[src/rtl/cmd_queue.sv]
// Multi-source command queue: one pending slot per source, fixed-priority
// arbitration into a FIFO with optional drop-oldest overwrite when full.
module cmd_queue #(
    parameter int DEPTH     = 16,
    parameter int NSRC      = 2,
    parameter int CMD_W     = 4,
    parameter int OVERWRITE = 0
) (
    input  logic                     i_clk,
    input  logic                     i_reset,
    input  logic [NSRC-1:0]          i_src_valid,
    input  logic [NSRC*CMD_W-1:0]    i_src_cmd,
    output logic [NSRC-1:0]          o_src_ready,
    input  logic                     i_flush,
    input  logic                     i_pop,
    output logic [CMD_W-1:0]         o_head_cmd,
    output logic                     o_head_valid,
    output logic [$clog2(DEPTH):0]   o_count,
    output logic                     o_full,
    output logic [7:0]               o_drop_cnt,
    output logic                     o_overflow
);

    localparam int AW = $clog2(DEPTH);

    logic [CMD_W-1:0] r_mem [DEPTH];
    logic [AW-1:0]    r_rd_ptr;
    logic [AW-1:0]    r_wr_ptr;
    logic [AW:0]      r_count;
    logic [NSRC-1:0]  r_pend_v;
    logic [CMD_W-1:0] r_pend_cmd [NSRC];
    logic [7:0]       r_drop_cnt;
    logic             r_overflow;

    logic             w_empty;
    logic             w_full;
    logic             w_pop;
    logic             w_found;
    logic [NSRC-1:0]  w_grant;
    logic [CMD_W-1:0] w_grant_cmd;
    logic             w_push;
    logic             w_ow_drop;
    logic [NSRC-1:0]  w_new_cmd;
    logic [NSRC-1:0]  w_slot_drop;
    logic [3:0]       w_drops;
    logic [8:0]       w_drop_sum;

    assign w_empty   = (r_count == '0);
    assign w_full    = (r_count == (AW+1)'(DEPTH));
    assign w_pop     = i_pop && !w_empty && !i_flush;

    // Lowest-index occupied slot wins; one grant per cycle at most.
    always_comb begin
        w_grant     = '0;
        w_grant_cmd = '0;
        w_found     = 1'b0;
        for (int i = 0; i < NSRC; i++) begin
            if (r_pend_v[i] && !w_found) begin
                w_grant[i]  = 1'b1;
                w_grant_cmd = r_pend_cmd[i];
                w_found     = 1'b1;
            end
        end
    end

    assign w_push    = w_found && !i_flush && (!w_full || w_pop || (OVERWRITE != 0));
    assign w_ow_drop = w_push && w_full && !w_pop;

    always_comb begin
        w_drops = {3'b000, w_ow_drop};
        for (int i = 0; i < NSRC; i++) begin
            w_new_cmd[i]   = i_src_valid[i] && (i_src_cmd[i*CMD_W +: CMD_W] != '0);
            w_slot_drop[i] = w_new_cmd[i] && r_pend_v[i] && !i_flush;
            w_drops        = w_drops + {3'b000, w_slot_drop[i]};
        end
    end

    assign w_drop_sum = {1'b0, r_drop_cnt} + {5'b00000, w_drops};

    always_ff @(posedge i_clk) begin
        if (i_reset) begin
            r_rd_ptr   <= '0;
            r_wr_ptr   <= '0;
            r_count    <= '0;
            r_pend_v   <= '0;
            r_drop_cnt <= '0;
            r_overflow <= 1'b0;
        end else begin
            if (i_flush) begin
                r_rd_ptr <= '0;
                r_wr_ptr <= '0;
                r_count  <= '0;
                r_pend_v <= '0;
            end else begin
                if (w_push) begin
                    r_wr_ptr <= r_wr_ptr + 1'b1;
                end
                // An overwrite push retires the head to make room, so count holds.
                if (w_pop || w_ow_drop) begin
                    r_rd_ptr <= r_rd_ptr + 1'b1;
                end
                if (w_push && !w_ow_drop && !w_pop) begin
                    r_count <= r_count + 1'b1;
                end else if (w_pop && !w_push) begin
                    r_count <= r_count - 1'b1;
                end
                for (int i = 0; i < NSRC; i++) begin
                    if (w_grant[i] && w_push) begin
                        r_pend_v[i] <= 1'b0;
                    end else if (w_new_cmd[i] && !r_pend_v[i]) begin
                        r_pend_v[i]   <= 1'b1;
                        r_pend_cmd[i] <= i_src_cmd[i*CMD_W +: CMD_W];
                    end
                end
            end
            if (w_drops != '0) begin
                r_overflow <= 1'b1;
                r_drop_cnt <= (w_drop_sum > 9'd255) ? 8'd255 : w_drop_sum[7:0];
            end
        end
    end

    always_ff @(posedge i_clk) begin
        if (w_push) begin
            r_mem[r_wr_ptr] <= w_grant_cmd;
        end
    end

    assign o_src_ready  = ~r_pend_v;
    assign o_head_valid = !w_empty;
    assign o_head_cmd   = w_empty ? '0 : r_mem[r_rd_ptr];
    assign o_count      = r_count;
    assign o_full       = w_full;
    assign o_drop_cnt   = r_drop_cnt;
    assign o_overflow   = r_overflow;

endmodule
[config.mk]
export PLATFORM = sky130hd
export DESIGN_NAME = cmd_queue
export DESIGN_NICKNAME = d
export VERILOG_FILES = /design/src/rtl/cmd_queue.sv
export SDC_FILE = /design/constraint.sdc
export NUM_CORES = 1
export LEC_CHECK = 0
export CORE_MARGIN = 2
export CORE_UTILIZATION = 35
export CTS_BUF_LIST = sky130_fd_sc_hd__clkbuf_8
export DETAILED_ROUTE_END_ITERATION = 16
export PLACE_DENSITY = 0.6
export SYNTH_ARGS = -nofsm -noshare
export SYNTH_HDL_FRONTEND = slang
export SYNTH_SLANG_ARGS = --single-unit
export TNS_END_PERCENT = 50
[constraint.sdc]
create_clock -name i_clk -period 5.25 [get_ports i_clk]
set_input_delay 1.3125 -clock i_clk [delete_from_list [all_inputs] [get_ports i_clk]]
set_output_delay 1.3125 -clock i_clk [all_outputs]
set_load 0.05 [all_outputs]
* Yosys cells after proc, flatten, opt, wreduce, memory -nomap -nowiden
Memories as Yosys holds them, arrays and structs flattened. A register that Yosys moved wholly into a read port is not among the register bits. Cells that the tools add are included.
Operators by class: add/sub/neg operators 7, order comparisons 1, equal/unequal tests 1, multiplexer cells 23, bitwise logic cells 1, reductions and logical operators 39
Operators with widths (count):
- $logic_and 1x1->1 | 20
- $mux 4 | 5
- $mux 1 | 15
- $reduce_bool 4->1 | 3
- $mux 5 | 2
- $add 8x3->9 | 1
- $gt 9x8->1 const B | 1
- $logic_not 1->1 | 9
- $add 4x1->4 const B | 2
- $mux 8 | 1
- $reduce_or 3->1 | 2
- $add 5x1->5 const B | 1
- $eq 5x5->1 const B | 1
- $logic_not 5->1 | 1
- $sub 5x1->5 const B | 1
- $add 2x1->3 | 1
- $add 1x1->2 | 1
- $logic_or 1x1->1 | 2
- $not 2->2 | 1
- $reduce_bool 2->1 | 1
- $reduce_or 2->1 | 1
Storage, ports and cells: register bits after elaboration 24, bits in writable memories 72, bits of input ports 14, output and inout port bits 22, word-level logic and storage cells 81, memories kept 2
Memory list:
- r_mem | words 16, width 4, read ports 1, clocked after memory_dff 1, wr ports 1, line 26 | logic [CMD_W-1:0] r_mem [DEPTH];
- r_pend_cmd | words 2, width 4, read ports 2, clocked after memory_dff 0, wr ports 2, line 31 | logic [CMD_W-1:0] r_pend_cmd [NSRC];

* Logic depth before layout (Yosys ltp)
Gate-level depths: netlist of run 1.
depth after elaboration 13, mapped depth 11, depth with buffers taken out 10

* Worst setup path before layout of run 1
No wires, ideal clock.
path type input -> register, start point in i_src_cmd[5], end point reg r_drop_cnt[4], in the netlist o_drop_cnt[4], library setup time 0.072 ns, data arrival time 3.721 ns, required time 5.178 ns, slack 1.457 ns, stages on the path 10, buffers on the path 0, cell sequence o41ai_1 -> nor3_1 -> fa_1 -> ha_1 -> inv_1 -> fa_1 -> o21ba_2 -> nand3_1 -> xor2_1 -> a21oi_1
Between the ends: word-level cells in the longest chain between the ends 8, elaborated cells between the ends (all ways) 9, classes of those cells add/sub (2); order compare (1); mux (1); reduce/logical (5)
RTL lines:
- start: declaration | line 12 | input logic [NSRC*CMD_W-1:0] i_src_cmd,
- $reduce_bool 4->1 (*) | line 72 | w_new_cmd[i] = i_src_valid[i] && (i_src_cmd[i*CMD_W +: CMD_W] != '0);
- $logic_and 1x1->1 (*) | line 72
- $logic_and 1x1->1 (*) (2 in series) | line 73 | w_slot_drop[i] = w_new_cmd[i] && r_pend_v[i] && !i_flush;
- $add 2x1->3 (*) | line 74 | w_drops = w_drops + {3'b000, w_slot_drop[i]};
- $add 8x3->9 | line 78 | assign w_drop_sum = {1'b0, r_drop_cnt} + {5'b00000, w_drops};
- $gt 9x8->1 | line 118 | r_drop_cnt <= (w_drop_sum > 9'd255) ? 8'd255 : w_drop_sum[7:0];
- $mux 8 | line 118
- end signal: assignment | line 118
- end: declaration | line 32 | logic [7:0] r_drop_cnt;
Every way passes the cells marked *; elsewhere a longest branch is shown, timed or not. A chain may end at the register's enable or synchronous reset.

==> results.rst, run 1 <==
.. list-table::
   :header-rows: 1

   * - Metric
     - Value
   * - Outcome
     - complete, no violations
   * - Reported max-cap violation count
     - 0
   * - Complex-gate fraction of the synthesized area
     - 9.604%
   * - Routability Congestion
     - 0.7854
   * - Count of final hold-check violations
     - 0
   * - Crit share post-route
     - 81.24%
   * - PwrDens
     - 294.0 nW/µm²
   * - Via count of the first global-routing pass
     - 2761
   * - Internal Dissipation
     - 1.095 mW
   * - EDFF count, synth
     - 72
   * - Number of detailed-routing iterations run before antenna repair
     - 6
   * - First-pass GRT wire length
     - 13.79 mm
   * - Arrival time worst endpoint
     - 2.95 ns
   * - GRT Residual Overflow
     - 0
   * - Dominant register cell in the synthesized netlist
     - sky130_fd_sc_hd__edfxtp_1
   * - Setup TNS after final layout
     - 0 ns
   * - Power spent charging and discharging nets
     - 0.3911 mW
   * - Post-Synthesis Cell Area
     - 4390 µm²
   * - Register bit total from synthesis
     - 100
   * - Post-synthesis adder-cell area fraction
     - 4.218%
   * - Leak
     - 1.602 nW
   * - Startpoint Class
     - flip-flop
   * - Top-level port count
     - 36
   * - Final antenna-violating net count
     - 0
   * - Number of antenna repair diodes
     - 0
   * - Placed cell count
     - 499
   * - Row cnt
     - 40
   * - Async set-or-reset flop fraction in the synthesized netlist
     - 0%
   * - Cell family with the largest share of critical-path delay
     - buffers and inverters
   * - Die area
     - 13460 µm²
   * - Part of the total power dissipated in combinational logic
     - 11.0%
   * - Least setup slack across all paths after layout
     - 0.9847 ns
   * - CTS Hold Bufs
     - 0
   * - Initial DRC Count
     - 111
   * - Initial core utilization
     - 36.25%
   * - Sequential cell fraction of total power
     - 58.3%
   * - Sum of net half-perimeters after detailed placement
     - 5.948 mm
   * - H-Tree Level Count
     - 3
   * - Number of remaining DRC errors
     - 0
   * - Required time at the worst-slack endpoint
     - 3.94 ns
   * - Count of buffers added by post-CTS timing repair for setup
     - 0
   * - Avg WL per Cell
     - 16.39 µm
   * - Distinct cell type count of the synthesized netlist
     - 56
   * - Top cells by area in the synthesized netlist
     - sky130_fd_sc_hd__edfxtp_1 49%, sky130_fd_sc_hd__dfxtp_1 13%, sky130_fd_sc_hd__mux4_2 8.2%, sky130_fd_sc_hd__ha_1 2.8%, sky130_fd_sc_hd__nor2_1 2.5%
   * - Syn nets
     - 337
   * - Worst hold path class
     - flip-flop to flip-flop
   * - Commonest cells post-synth
     - 72 x sky130_fd_sc_hd__edfxtp_1, 29 x sky130_fd_sc_hd__nor2_1, 28 x sky130_fd_sc_hd__dfxtp_1
   * - CP max FO
     - 9
   * - Nature of the critical path endpoint
     - output pin
   * - Switching power share of the total
     - 26.31%
   * - Actual transition at the worst max-transition pin
     - 0.8272 ns
   * - Max VDD drop
     - 140.5 µV
   * - Mux contribution to synthesized area
     - 10.29%
   * - Clock latency reported for the late side of the worst-skew pair
     - 0.36 ns
   * - Shortest period the worst path allows
     - 4.265 ns
   * - CTS root buf
     - sky130_fd_sc_hd__clkbuf_8
   * - Height of the die
     - 116 µm
   * - Clock tree from TritonCTS
     - built
   * - Total routing usage reported by global routing
     - 13.33%
   * - Clock slew seen by the registers of the worst setup and hold paths
     - 0.10 ns
   * - # port buffers
     - 35
   * - Vias per cell
     - 5.000
   * - Cell with the most instances after synthesis
     - sky130_fd_sc_hd__edfxtp_1
   * - Critical path's slowest cell
     - sky130_fd_sc_hd__clkdlybuf4s50_1
   * - Unrepaired setup endpoints after global routing
     - no
   * - Highest clock rate
     - 234.4 MHz
   * - Clock power share
     - 30.7%
   * - Final Power
     - 1.486 mW
   * - Count of endpoints failing setup in the final report
     - 0
   * - Crit-path max cell delay
     - 0.74 ns
   * - Die X
     - 116 µm
   * - Worst path most repeated cell
     - sky130_fd_sc_hd__a211oi_1
   * - Final Core Density
     - 41.74%
   * - Post-Route Skew
     - 0.009795 ns
   * - Synthesis Warnings
     - 0
   * - Fraction of synthesized cell area in xor and xnor cells
     - 1.795%
   * - Fraction of the mapped netlist area in simple logic gates
     - 9.005%
   * - Proportion of synthesized chip area in sequential cells
     - 62.01%
   * - Vias
     - 2575
   * - Pre-CTS setup slack
     - 0.6811 ns
   * - Longest Clk Path Bufs
     - 2
   * - Post-cts sizing count
     - 0
   * - Post-Syn Area per Cell
     - 14.16 µm²
   * - Cell type with the largest total area after synthesis
     - sky130_fd_sc_hd__edfxtp_1
   * - Final #Nets
     - 369
   * - Largest net degree at the start of global routing
     - 19
   * - Detailed Route WL
     - 8.442 mm
   * - Portion of synthesized cell area occupied by the leading cell type
     - 49.24%
   * - Number of sinks driven by the clock tree
     - 100
   * - Worst slew margin relative to its limit
     - 44.78%
   * - Number of non-filler instances in the completed layout
     - 515
   * - Critical setup path kind
     - flip-flop to output pin
   * - Critical Path, Cell by Cell
     - buf_4 > mux4_2 > a211oi_1 > a211oi_1 > clkdlybuf4s50_1
   * - Area of the core
     - 12110 µm²
   * - Layout-stage area growth over the synthesis result
     - 15.13%
   * - Worst path bufs/invs
     - 2
   * - Number of clock buffers inserted by TritonCTS
     - 9
   * - Synth Instances
     - 310
   * - Dominant combinational cell family by area after synthesis
     - multiplexers
   * - Fraction of final layout cells sized beyond drive strength 1
     - 12.97%
   * - Number of pins with negative max-slew slack in the final report
     - 0
   * - Number of antenna violations at the first check in global routing
     - 0
## area by class of cell
type	instances	area, µm²
fill	1156	7057
sequential	100	2723
multi-input combinational	184	1536
timing repair buffer	37	365.4
tap	168	210.2
clock buffer	9	123.9
clock inverter	7	58.81
inverter	10	37.54
## flip-flops by register name (all words and copies together), names as in the netlist, named ones only
register / count
o_overflow: 1
o_count: 5
r_wr_ptr: 4
o_drop_cnt: 8
r_pend_v: 2
r_rd_ptr: 4
r_mem: 64
r_pend_cmd: 8
## tightest hold or removal path, stage by stage, from the launching register on
cell and delay [ns]:
sky130_fd_sc_hd__dfxtp_1 0.33, sky130_fd_sc_hd__nand2_1 0.06, sky130_fd_sc_hd__a21oi_1 0.07
## placed cells by master, fill, tap and decap left out, drive strengths merged, types with 10 or more instances in the layout
master / synthesis / routed
mux4: 16 / 16
a21oi: 13 / 13
nand2: 15 / 15
dfxtp: 28 / 28
ha: 10 / 10
edfxtp: 72 / 72
nor2: 29 / 29
clkdlybuf4s50: 0 / 35
nor3: 10 / 10
inv: 10 / 14
## cell families after synthesis
family / Yosys count
AO/OA/AOI/OAI: 55
XOR/XNOR: 9
flip-flops: 100
other: 1
multiplexers: 25
AND/OR/NAND/NOR: 81
buffers and inverters: 26
adder cells (fa/ha/maj): 13
## per-layer routing
layer | GRT usage [%] | vias to the layer above | routed length (µm)
met5 | 0 | - | 0
met4 | 3.889 | 0 | 102
met3 | 2.563 | 10 | 328
met2 | 23.27 | 59 | 4126
met1 | 16.95 | 1259 | 3884
li1 | - | 1247 | -
## power groups by stage
stage	Combinational, mW	Sequential [mW]	Clock, mW
after detailed placement	0.165	0.884	0
after global placement	0.161	0.884	0
final	0.164	0.866	0.456
after CTS	0.165	0.866	0.469
after floorplan	0.102	0.894	0
after global routing	0.179	0.868	0.499
## through the flow
stage	hold WS, ns	area, µm²
final	0.4972	5055
after global routing	0.5320	5055
after CTS	0.5051	5055
after detailed placement	0.4798	4872
after global placement	0.4938	4872
after floorplan	0.4627	4390
## final timing paths
check	startpoint	end	slack, ns	cells past startpoint
worst max-delay path	flip-flop	o_head_cmd[1]	0.98	5
worst min-delay path	r_rd_ptr[1]$_SDFFE_PP0N_	flip-flop	0.50	2
worst max register to register	r_pend_v[0]$_SDFFE_PP0P_	o_drop_cnt[1]$_SDFFE_PP0P_	2.51	9
worst min register to register	r_rd_ptr[1]$_SDFFE_PP0N_	flip-flop	0.50	2
Note: power is estimated with default switching activity, not from simulation.
==> run 2, diff against run 1 <==
Settings changed: PLACE_DENSITY 0.6 to 0.62.
Clock period 5.25 ns to 3.8 ns, I/O delays scaled along.
==> results.rst, run 2 (synthesized netlist as in run 1, its figures left out) <==
.. list-table::
   :header-rows: 1

   * - Metric
     - Value
   * - Leak
     - 1.721 nW (+7.4%)
   * - Number of detailed-routing iterations run before antenna repair
     - 4 (-2)
   * - Avg WL per Cell
     - 15.77 µm (-3.8%)
   * - Most frequent cells in the layout
     - 72 x sky130_fd_sc_hd__edfxtp_1, 33 x sky130_fd_sc_hd__clkdlybuf4s50_1, 29 x sky130_fd_sc_hd__nor2_1, 28 x sky130_fd_sc_hd__dfxtp_1, 19 x sky130_fd_sc_hd__buf_4
   * - Vias per cell
     - 4.906 (-1.9%)
   * - Total routing usage reported by global routing
     - 13.42% (+0.083 points)
   * - Die area
     - 13460 µm² (unchanged)
   * - Worst hold path class
     - flip-flop to flip-flop
   * - Shortest period the worst path allows
     - 3.688 ns
   * - Sum of net half-perimeters after detailed placement
     - 5.942 mm (-0.11%)
   * - Highest clock rate
     - 271.1 MHz
   * - Initial core utilization
     - 36.25% (unchanged)
   * - Fraction of final layout cells sized beyond drive strength 1
     - 17.58% (+4.6 points)
   * - PwrDens
     - 397.7 nW/µm² (+35%)
   * - Die X
     - 116 µm (unchanged)
   * - Row cnt
     - 40 (unchanged)
   * - Required time at the worst-slack endpoint
     - 2.85 ns (-1.09 ns)
   * - Part of the total power dissipated in combinational logic
     - 11.5% (+0.5 points)
   * - Nature of the critical path endpoint
     - output pin
   * - Power spent charging and discharging nets
     - 0.5442 mW (+39%)
   * - Number of antenna violations at the first check in global routing
     - 0 (unchanged)
   * - Reported max-cap violation count
     - 0 (unchanged)
   * - Count of buffers added by post-CTS timing repair for setup
     - 0 (unchanged)
   * - Outcome
     - complete, no violations
   * - Post-cts sizing count
     - 0 (unchanged)
   * - Clock power share
     - 30.6% (about the same)
   * - Post-route design area
     - 5194 µm² (+2.7%)
   * - Flip-flop count of the largest register after layout
     - 64 (unchanged)
   * - Crit share post-route
     - 97.07%
   * - Clock tree from TritonCTS
     - built
   * - Clock latency reported for the late side of the worst-skew pair
     - 0.37 ns (about the same)
   * - GRT Residual Overflow
     - 0 (unchanged)
   * - Final #Nets
     - 386 (+4.6%)
   * - Detailed Route WL
     - 8.391 mm (-0.60%)
   * - Worst slew margin relative to its limit
     - 55.87% (+11 points)
   * - Leading cell type in the layout, fill and taps excluded
     - sky130_fd_sc_hd__edfxtp_1
   * - Height of the die
     - 116 µm (unchanged)
   * - Layout-stage area growth over the synthesis result
     - 18.30%
   * - Number of pins with negative max-slew slack in the final report
     - 0 (unchanged)
   * - H-Tree Level Count
     - 3 (unchanged)
   * - CTS root buf
     - sky130_fd_sc_hd__clkbuf_8
   * - Startpoint Class
     - flip-flop
   * - Max VDD drop
     - 151.3 µV (+7.7%)
   * - Number of remaining DRC errors
     - 0 (unchanged)
   * - Actual transition at the worst max-transition pin
     - 0.6568 ns (-0.1704 ns)
   * - Post-Route Skew
     - 0.009909 ns (+0.0001133 ns)
   * - Register-to-register setup slack
     - 1.09 ns (-1.42 ns)
   * - Register bank with the most flops
     - r_mem
   * - CP max FO
     - 9 (unchanged)
   * - Count of final hold-check violations
     - 0 (unchanged)
   * - Routability Congestion
     - 0.7868 (+0.18%)
   * - Largest net degree at the start of global routing
     - 19 (unchanged)
   * - Initial DRC Count
     - 114 (+2.7%)
   * - First-pass GRT wire length
     - 13.77 mm (-0.10%)
   * - Number of clock buffers inserted by TritonCTS
     - 9 (unchanged)
   * - Vias
     - 2610 (+1.4%)
   * - Sequential cell fraction of total power
     - 57.8% (-0.5 points)
   * - Via count of the first global-routing pass
     - 2719 (-1.5%)
   * - CTS Hold Bufs
     - 0 (unchanged)
   * - Number of antenna repair diodes
     - 0 (unchanged)
   * - Unrepaired setup endpoints after global routing
     - no
   * - Placed cell areas
     - 5000 µm² (+2.6%)
   * - Worst Hold Margin
     - 0.5190 ns (+0.02171 ns)
   * - Area of the core
     - 12110 µm² (unchanged)
   * - Switching power share of the total
     - 26.35% (+0.032 points)
   * - Number of sinks driven by the clock tree
     - 100 (unchanged)
   * - Arrival time worst endpoint
     - 2.74 ns (-0.21 ns)
   * - Clock slew seen by the registers of the worst setup and hold paths
     - 0.10 ns (about the same)
   * - Final antenna-violating net count
     - 0 (unchanged)
   * - Internal Dissipation
     - 1.521 mW (+39%)
   * - Count of endpoints failing setup in the final report
     - 0 (unchanged)
   * - Critical setup path kind
     - flip-flop to output pin
   * - Top-level port count
     - 36 (unchanged)
   * - # port buffers
     - 35 (unchanged)
   * - Longest Clk Path Bufs
     - 2 (unchanged)
-- run 2: cell count changes in the layout (fill, tap and decap cells not counted), sizes merged --
cell and change:
dlymetal6s2s +2, clkdlybuf4s50 -2, buf +17
-- run 2: metal layers --
metal | part of all wire [%] | global-route usage, % | vias to the layer above
met1 | 45 | 17.26 | 1256
met2 | 50 | 22.30 | 55
li1 | - | - | 1287
met5 | 0 | 0 | -
met4 | 1.5 | 4.762 | 0
met3 | 3.9 | 3.190 | 12
-- run 2: cell type report --
type	count	area, µm²
tap	168	210.2
fill	1158	6918
clock inverter	7	57.56
timing repair buffer	54	498.0
sequential	100	2723
multi-input combinational	184	1544
clock buffer	9	123.9
inverter	10	37.54
-- run 2: critical path, cell delays in order (launching register included) --
cell and delay (ns):
sky130_fd_sc_hd__dfxtp_1 0.34, sky130_fd_sc_hd__buf_4 0.22, sky130_fd_sc_hd__mux4_2 0.53, sky130_fd_sc_hd__nor2b_1 0.15
sky130_fd_sc_hd__a211oi_1 0.31, sky130_fd_sc_hd__a211oi_1 0.09, sky130_fd_sc_hd__clkdlybuf4s50_1 0.73
-- run 2: path summary, 6_finish.rpt --
kind                            start                       end  depth (start not counted)
max                         flip-flop             o_head_cmd[3]                          6
min          r_rd_ptr[1]$_SDFFE_PP0N_  r_rd_ptr[1]$_SDFFE_PP0N_                          2
max reg2reg   o_count[0]$_SDFFE_PP0P_   o_count[4]$_SDFFE_PP0P_                          8
min reg2reg  r_rd_ptr[1]$_SDFFE_PP0N_  r_rd_ptr[1]$_SDFFE_PP0N_                          2
-- run 2: power groups by stage --
stage	registers, mW	clock network [mW]	logic, mW
5_1_grt	1.20	0.700	0.257
2_1_floorplan	1.23	0	0.141
3_3_place_gp	1.22	0	0.236
6_report	1.19	0.633	0.238
4_1_cts	1.19	0.658	0.241
3_5_place_dp	1.22	0	0.240
-- run 2: stage by stage --
stage	setup TNS (ns)	setup WS (ns)	power, mW	util (%)	instances
after global routing	0	0.003272	2.154	42.88	532
final	0	0.1115	2.066	42.88	532
after global placement	-0.7859	-0.1248	1.455	41.28	516
after floorplan	0	0.3693	1.376	-	310
after CTS	0	0.04008	2.093	42.78	532
after detailed placement	-1.843	-0.2909	1.459	41.28	516
